<file path="src/rtl/ocl_mmio_slave.sv">
// ocl_mmio_slave
//   AXI4-Lite responder for the host OCL management port. Host peeks and
//   pokes are decoded into a bank of NREG read/write control registers
//   followed by NREG read-only status registers. Every accepted poke to a
//   control register raises a one-cycle strobe on wr_pulse for that register.
//
//   Word index idx = addr[ADDR_W-1:2]:
//     idx <  NREG          control register idx       (RW)
//     NREG <= idx < 2*NREG status register idx-NREG   (RO, poke -> SLVERR)
//     otherwise            unmapped                   (DECERR, rdata 0)
//
// Ports
//   clock, reset          sole clock, synchronous active-high reset
//   s_aw*, s_w*, s_b*     AXI4-Lite write address / data / response channels
//   s_ar*, s_r*           AXI4-Lite read address / data channels
//   ctrl_q                flat control register contents, reg i at [32*i +: 32]
//   status_i              flat status inputs, same packing
//   wr_pulse              bit i high for one cycle when control reg i is poked
//
// Write FSM
//   state    | meaning
//   W_IDLE   | collecting AW and W in any order; each one is held once taken
//   W_COMMIT | both held; decode, update control reg, pick response code
//   W_RESP   | s_bvalid high, waiting for s_bready
//
// The read path is a separate single-outstanding engine and never waits
// on the write FSM. All outputs come straight from flops.
//
// ADDR_W must leave room for at least one bit above the decoded range,
// i.e. ADDR_W - 2 > $clog2(NREG).

module ocl_mmio_slave #(
    parameter int ADDR_W = 16,
    parameter int NREG   = 16
) (
    input  logic                   clock,
    input  logic                   reset,

    input  logic [ADDR_W-1:0]      s_awaddr,
    input  logic                   s_awvalid,
    output logic                   s_awready,
    input  logic [31:0]            s_wdata,
    input  logic [3:0]             s_wstrb,
    input  logic                   s_wvalid,
    output logic                   s_wready,
    output logic [1:0]             s_bresp,
    output logic                   s_bvalid,
    input  logic                   s_bready,

    input  logic [ADDR_W-1:0]      s_araddr,
    input  logic                   s_arvalid,
    output logic                   s_arready,
    output logic [31:0]            s_rdata,
    output logic [1:0]             s_rresp,
    output logic                   s_rvalid,
    input  logic                   s_rready,

    output logic [32*NREG-1:0]     ctrl_q,
    input  logic [32*NREG-1:0]     status_i,
    output logic [NREG-1:0]        wr_pulse
);

    localparam int IDXW = ADDR_W - 2;
    localparam int IW   = $clog2(NREG);

    localparam logic [1:0] RESP_OKAY   = 2'b00;
    localparam logic [1:0] RESP_SLVERR = 2'b10;
    localparam logic [1:0] RESP_DECERR = 2'b11;

    typedef enum logic [1:0] {
        W_IDLE,
        W_COMMIT,
        W_RESP
    } wstate_t;

    wstate_t             wstate;

    logic [ADDR_W-1:0]   aw_addr_h;
    logic [31:0]         w_data_h;
    logic [3:0]          w_strb_h;
    logic                aw_held;
    logic                w_held;

    logic                aw_hs;
    logic                w_hs;
    logic                ar_hs;
    logic                have_aw;
    logic                have_w;

    logic [IDXW-1:0]     w_idx;
    logic                w_mapped;
    logic                w_ctrl;
    logic                w_stat;

    logic [IDXW-1:0]     r_idx;
    logic                r_mapped;
    logic                r_ctrl;
    logic [31:0]         r_ctrl_word;
    logic [31:0]         r_stat_word;

    // ------------------------------------------------------------------
    // Handshakes and address decode
    // ------------------------------------------------------------------
    // The readies are registered and only ever high in W_IDLE for a channel
    // that has not been taken yet, so valid&ready alone marks a capture.
    always_comb begin
        aw_hs   = s_awvalid & s_awready;
        w_hs    = s_wvalid  & s_wready;
        ar_hs   = s_arvalid & s_arready;
        have_aw = aw_held | aw_hs;
        have_w  = w_held  | w_hs;
    end

    // Shifting the whole address keeps the ignored byte-offset bits part of
    // the expression; bit IW of the word index splits control from status
    // and everything above it must be zero for a mapped access.
    always_comb begin
        w_idx    = IDXW'(aw_addr_h >> 2);
        w_mapped = ((w_idx >> (IW + 1)) == '0);
        w_ctrl   = w_mapped & ~w_idx[IW];
        w_stat   = w_mapped &  w_idx[IW];

        r_idx    = IDXW'(s_araddr >> 2);
        r_mapped = ((r_idx >> (IW + 1)) == '0);
        r_ctrl   = r_mapped & ~r_idx[IW];
    end

    always_comb begin
        r_ctrl_word = '0;
        r_stat_word = '0;
        for (int i = 0; i < NREG; i++) begin
            if (r_idx[IW-1:0] == IW'(i)) begin
                r_ctrl_word = ctrl_q[32*i +: 32];
                r_stat_word = status_i[32*i +: 32];
            end
        end
    end

    // ------------------------------------------------------------------
    // Write path
    // ------------------------------------------------------------------
    always_ff @(posedge clock) begin
        if (reset) begin
            wstate    <= W_IDLE;
            aw_addr_h <= '0;
            w_data_h  <= '0;
            w_strb_h  <= '0;
            aw_held   <= 1'b0;
            w_held    <= 1'b0;
            s_awready <= 1'b0;
            s_wready  <= 1'b0;
            s_bvalid  <= 1'b0;
            s_bresp   <= RESP_OKAY;
            ctrl_q    <= '0;
            wr_pulse  <= '0;
        end else begin
            wr_pulse <= '0;
            case (wstate)
                W_IDLE: begin
                    if (aw_hs) begin
                        aw_addr_h <= s_awaddr;
                        aw_held   <= 1'b1;
                    end
                    if (w_hs) begin
                        w_data_h <= s_wdata;
                        w_strb_h <= s_wstrb;
                        w_held   <= 1'b1;
                    end
                    if (have_aw && have_w) begin
                        wstate    <= W_COMMIT;
                        s_awready <= 1'b0;
                        s_wready  <= 1'b0;
                    end else begin
                        s_awready <= ~have_aw;
                        s_wready  <= ~have_w;
                    end
                end

                W_COMMIT: begin
                    if (w_ctrl) begin
                        s_bresp <= RESP_OKAY;
                        for (int i = 0; i < NREG; i++) begin
                            if (w_idx[IW-1:0] == IW'(i)) begin
                                // Strobe fires even for an all-zero wstrb.
                                wr_pulse[i] <= 1'b1;
                                for (int k = 0; k < 4; k++) begin
                                    if (w_strb_h[k]) begin
                                        ctrl_q[32*i + 8*k +: 8] <= w_data_h[8*k +: 8];
                                    end
                                end
                            end
                        end
                    end else if (w_stat) begin
                        s_bresp <= RESP_SLVERR;
                    end else begin
                        s_bresp <= RESP_DECERR;
                    end
                    s_bvalid <= 1'b1;
                    wstate   <= W_RESP;
                end

                W_RESP: begin
                    if (s_bready) begin
                        s_bvalid  <= 1'b0;
                        aw_held   <= 1'b0;
                        w_held    <= 1'b0;
                        s_awready <= 1'b1;
                        s_wready  <= 1'b1;
                        wstate    <= W_IDLE;
                    end
                end

                default: begin
                    wstate <= W_IDLE;
                end
            endcase
        end
    end

    // ------------------------------------------------------------------
    // Read path
    // ------------------------------------------------------------------
    // Read data is taken from ctrl_q as it stands in the handshake cycle, so
    // a read that coincides with a COMMIT to the same register returns the
    // value from before the update.
    always_ff @(posedge clock) begin
        if (reset) begin
            s_arready <= 1'b0;
            s_rvalid  <= 1'b0;
            s_rdata   <= '0;
            s_rresp   <= RESP_OKAY;
        end else if (s_rvalid) begin
            if (s_rready) begin
                s_rvalid  <= 1'b0;
                s_arready <= 1'b1;
            end
        end else if (ar_hs) begin
            s_rvalid  <= 1'b1;
            s_arready <= 1'b0;
            if (!r_mapped) begin
                s_rdata <= '0;
                s_rresp <= RESP_DECERR;
            end else if (r_ctrl) begin
                s_rdata <= r_ctrl_word;
                s_rresp <= RESP_OKAY;
            end else begin
                s_rdata <= r_stat_word;
                s_rresp <= RESP_OKAY;
            end
        end else begin
            s_arready <= 1'b1;
        end
    end

endmodule

</file>
<file path="config.mk">
export PLATFORM = sky130hd
export DESIGN_NAME = ocl_mmio_slave
export DESIGN_NICKNAME = d
export VERILOG_FILES = /design/src/rtl/ocl_mmio_slave.sv
export SDC_FILE = /design/constraint.sdc
export NUM_CORES = 2
export LEC_CHECK = 0
export CAP_MARGIN = 0
export CORE_AREA = 2 2 449 451
export DETAILED_ROUTE_END_ITERATION = 16
export DIE_AREA = 0 0 451 453
export SYNTH_ARGS = -nofsm -noshare
export SYNTH_HDL_FRONTEND = slang
export SYNTH_SLANG_ARGS = --single-unit
</file>
<file path="constraint.sdc">
create_clock -name clock -period 6.49 [get_ports clock]
set_input_delay 0.9735 -clock clock [delete_from_list [all_inputs] [get_ports clock]]
set_output_delay 0.9735 -clock clock [all_outputs]
set_load 0.02 [all_outputs]
</file>
==> results.cfg <==
[outcome]
outcome = completed

[yosys]
syn-num-nets = 4909
synth_commonest_cells = 816 x nand2_1, 780 x a21oi_1, 622 x dfxtp_1
synth_top_area_share_pct = 38.06
synthCells = 4322
yosys.cell_count.top_type = nand2_1
synth-seq-cells = 622
synth_area_leaders = dfxtp_1 38%, a21oi_1 12%, nand2_1 9.4%, nand3_1 8.3%, mux2i_1 3.6%
synth_area_mm2 = 0.03272
synth_cell_type_count = 76
synth-edff-count = 0
ys_async_sr_fraction_pct = 0
synth_top_area_cell = dfxtp_1
yosys_warnings = 0
yosysSeqAreaShare_pct = 38.06
syn_avg_cell_area_um2 = 7.570
synthFlopType = dfxtp_1

[sta]
fmax_mhz = 241.2
slew_headroom_pct = 7.108
finClkSkew_ps = 41.13
hold_violations = 0
drv_slew = 0
post-route-min-period_ps = 4146
setup_viol = 0
setup_tns_ps = 0
fin_crit_sh_pct = 63.88
hold_slack_ps = 449.7
rsz0062_at_grt = false
tightest_slew_ps = 1393

[power]
ir_worst_vdd_mv = 0.2022
cellPowerDensity_mw_per_mm2 = 209.2
p_leak_uw = 0.01598

[cells_and_area]
multi_input_area_mm2 = 0.01835
synthToLayoutAreaGrowth_pct = 53.30
nNetsFinal = 5858
ff_latch_area_mm2 = 0.01245
drive_above_1_share_pct = 8.714
fin_cells = 8062
fillers = 21649

[grt]
grt_pass1_vias = 39622
grt_pass1_wl_mm = 406.5
gr-total-overflow = 0
grt_max_degree = 133
antenna_found_initial = 134
grtUsageTotal_pct = 29.70

[cts]
clockBufferDepth = 3
cts_setup_buffers = 0
cts_resized = 0
clockRootBuffer = clkbuf_16
cts_tree = done
hold_buffers = 0
clock_latency_ps = 740
cts-htree-levels = 3
clkTransAtPathRegs_ps = 60
cts_sinks = 622
cts_made_buffers = 80

[placed_design]
placedCellCount = 7845
dp_hpwl_mm = 249.0
port_buffers = 1151
gp_congestion = 0.9641

[worst_setup_path]
required_ps = 7110
crit_arrival_ps = 4770
crit_path_end_kind = flop
path_class = primary input to flop
crit_slowest_cell = nand2_1
crit_chain = buf_8 -> nand2_1 -> nor2_1 -> o21a_1 -> o41ai_1 -> o2111ai_1 -> a32o_1
crit_fanout = 60
max_stage_delay_ps = 820
cp-start-kind = primary input

[detailed_routing]
detail_route.iter0.violations = 7045
firstDrtPassIters = 12
vias_per_cell = 5.448
wl_per_cell_um = 39.71
vias = 43919
ant_nets = 0
drt-total-wl_mm = 320.1
remaining_drc_errors = 0

[floorplanning]
dieArea_mm2 = 0.2043
num_rows = 164
coreArea_mm2 = 0.1992
initial_core_util_pct = 16.42
die_h_um = 453
die_w_um = 451
io-pin-count = 1156

[min_path]
hold_path.class = flop to flop

[job]
drv_cap = 0
==> kinds of logic (layout without fill, tap and decap cells) <==
family,Yosys count,count (layout),share of synthesized area (%)
mux,187,187,7.255
other cells,0,70,0
buf+inv,469,1483,6.700
simple gates,1665,1665,22.61
compound gates,1379,1379,25.38
flops,622,622,38.06
==> through the flow <==
| step | setup WS [ps] | utilization, % | power [uW] | cell area [um^2] |
|---|---|---|---|---|
| 6_report | 2344 | 25.17 | 10490 | 50160 |
| 3_3_place_gp | 1969 | 23.68 | 5653 | 47180 |
| 4_1_cts | 2687 | 25.09 | 10460 | 49980 |
| 5_1_grt | 2553 | 25.14 | 10670 | 50090 |
| 3_5_place_dp | 1917 | 23.68 | 5655 | 47180 |
| 2_1_floorplan | 3750 | - | 4595 | 32720 |
==> worst paths after layout <==
path | cells after the start | endpoint | slack (ps) | start
worst max-delay path | 7 | s_rdata[3]$_SDFFE_PP0P_ | 2340 | s_araddr[3]
worst max register to register | 7 | ctrl_q[497]$_SDFFE_PP0P_ | 2870 | aw_addr_h[11]$_SDFFE_PP0P_
worst min-delay path | 2 | aw_addr_h[10]$_SDFFE_PP0P_ | 450 | aw_addr_h[10]$_SDFFE_PP0P_
worst min register to register | 2 | aw_addr_h[10]$_SDFFE_PP0P_ | 450 | aw_addr_h[10]$_SDFFE_PP0P_
==> flip-flops by register name (all words and copies together) (netlist names), 2 cells and up <==
name / cells
s_bresp: 2
w_strb_h: 4
s_rdata: 32
aw_addr_h: 14
w_data_h: 32
wr_pulse: 16
ctrl_q: 512
wstate: 2
==> power breakdown <==
group          switching, uW  leakage [uW]  internal [uW]
clock                   2080       0.00137           2800
combinational           1060       0.00960            603
sequential               115       0.00501           3840
total                   3250        0.0160           7240
==> layout by cell type, fill, tap and decap left out, types with 36 or more instances in the layout <==
master           netlist  final
o21ai_0              142    140
a221oi_1              46     46
dfxtp_1              622    622
nor2_1               147    126
mux4_2                37     37
a22oi_1               60     60
clkdlybuf4s50_1        0   1145
o221ai_1              36     36
diode_2                0     70
a21oi_1              780    780
nand2_1              816    815
nand3_1              540    538
mux2i_1              119    119
o22ai_1               49     49
clkbuf_16              0     80
buf_4                 67    163
==> final cells by class <==
| type | count | share of cell area, % |
|---|---|---|
| multi-input combinational | 3231 | 36.59 |
| timing repair buffer | 1327 | 25.95 |
| sequential | 622 | 24.83 |
| tap | 2656 | 6.626 |
| clock buffer | 109 | 4.568 |
| clock inverter | 38 | 1.013 |
| antenna | 70 | 0.3492 |
| inverter | 9 | 0.07484 |
==> routing by layer <==
metal / wire, um / GRT usage [%] / up-vias
met5: 615 / 0.4897 / -
met4: 25480 / 21.01 / 70
met3: 38470 / 10.84 / 968
met2: 142500 / 46.00 / 3831
met1: 113100 / 33.77 / 21445
li1: - / - / 17605
==> worst max-delay path: cells and delay by family <==
kind	cells	cell delay (ps)
compound gates	4	2120
simple gates	2	1350
buf+inv	1	200
No activity file was read; power rests on OpenSTA's default activity.
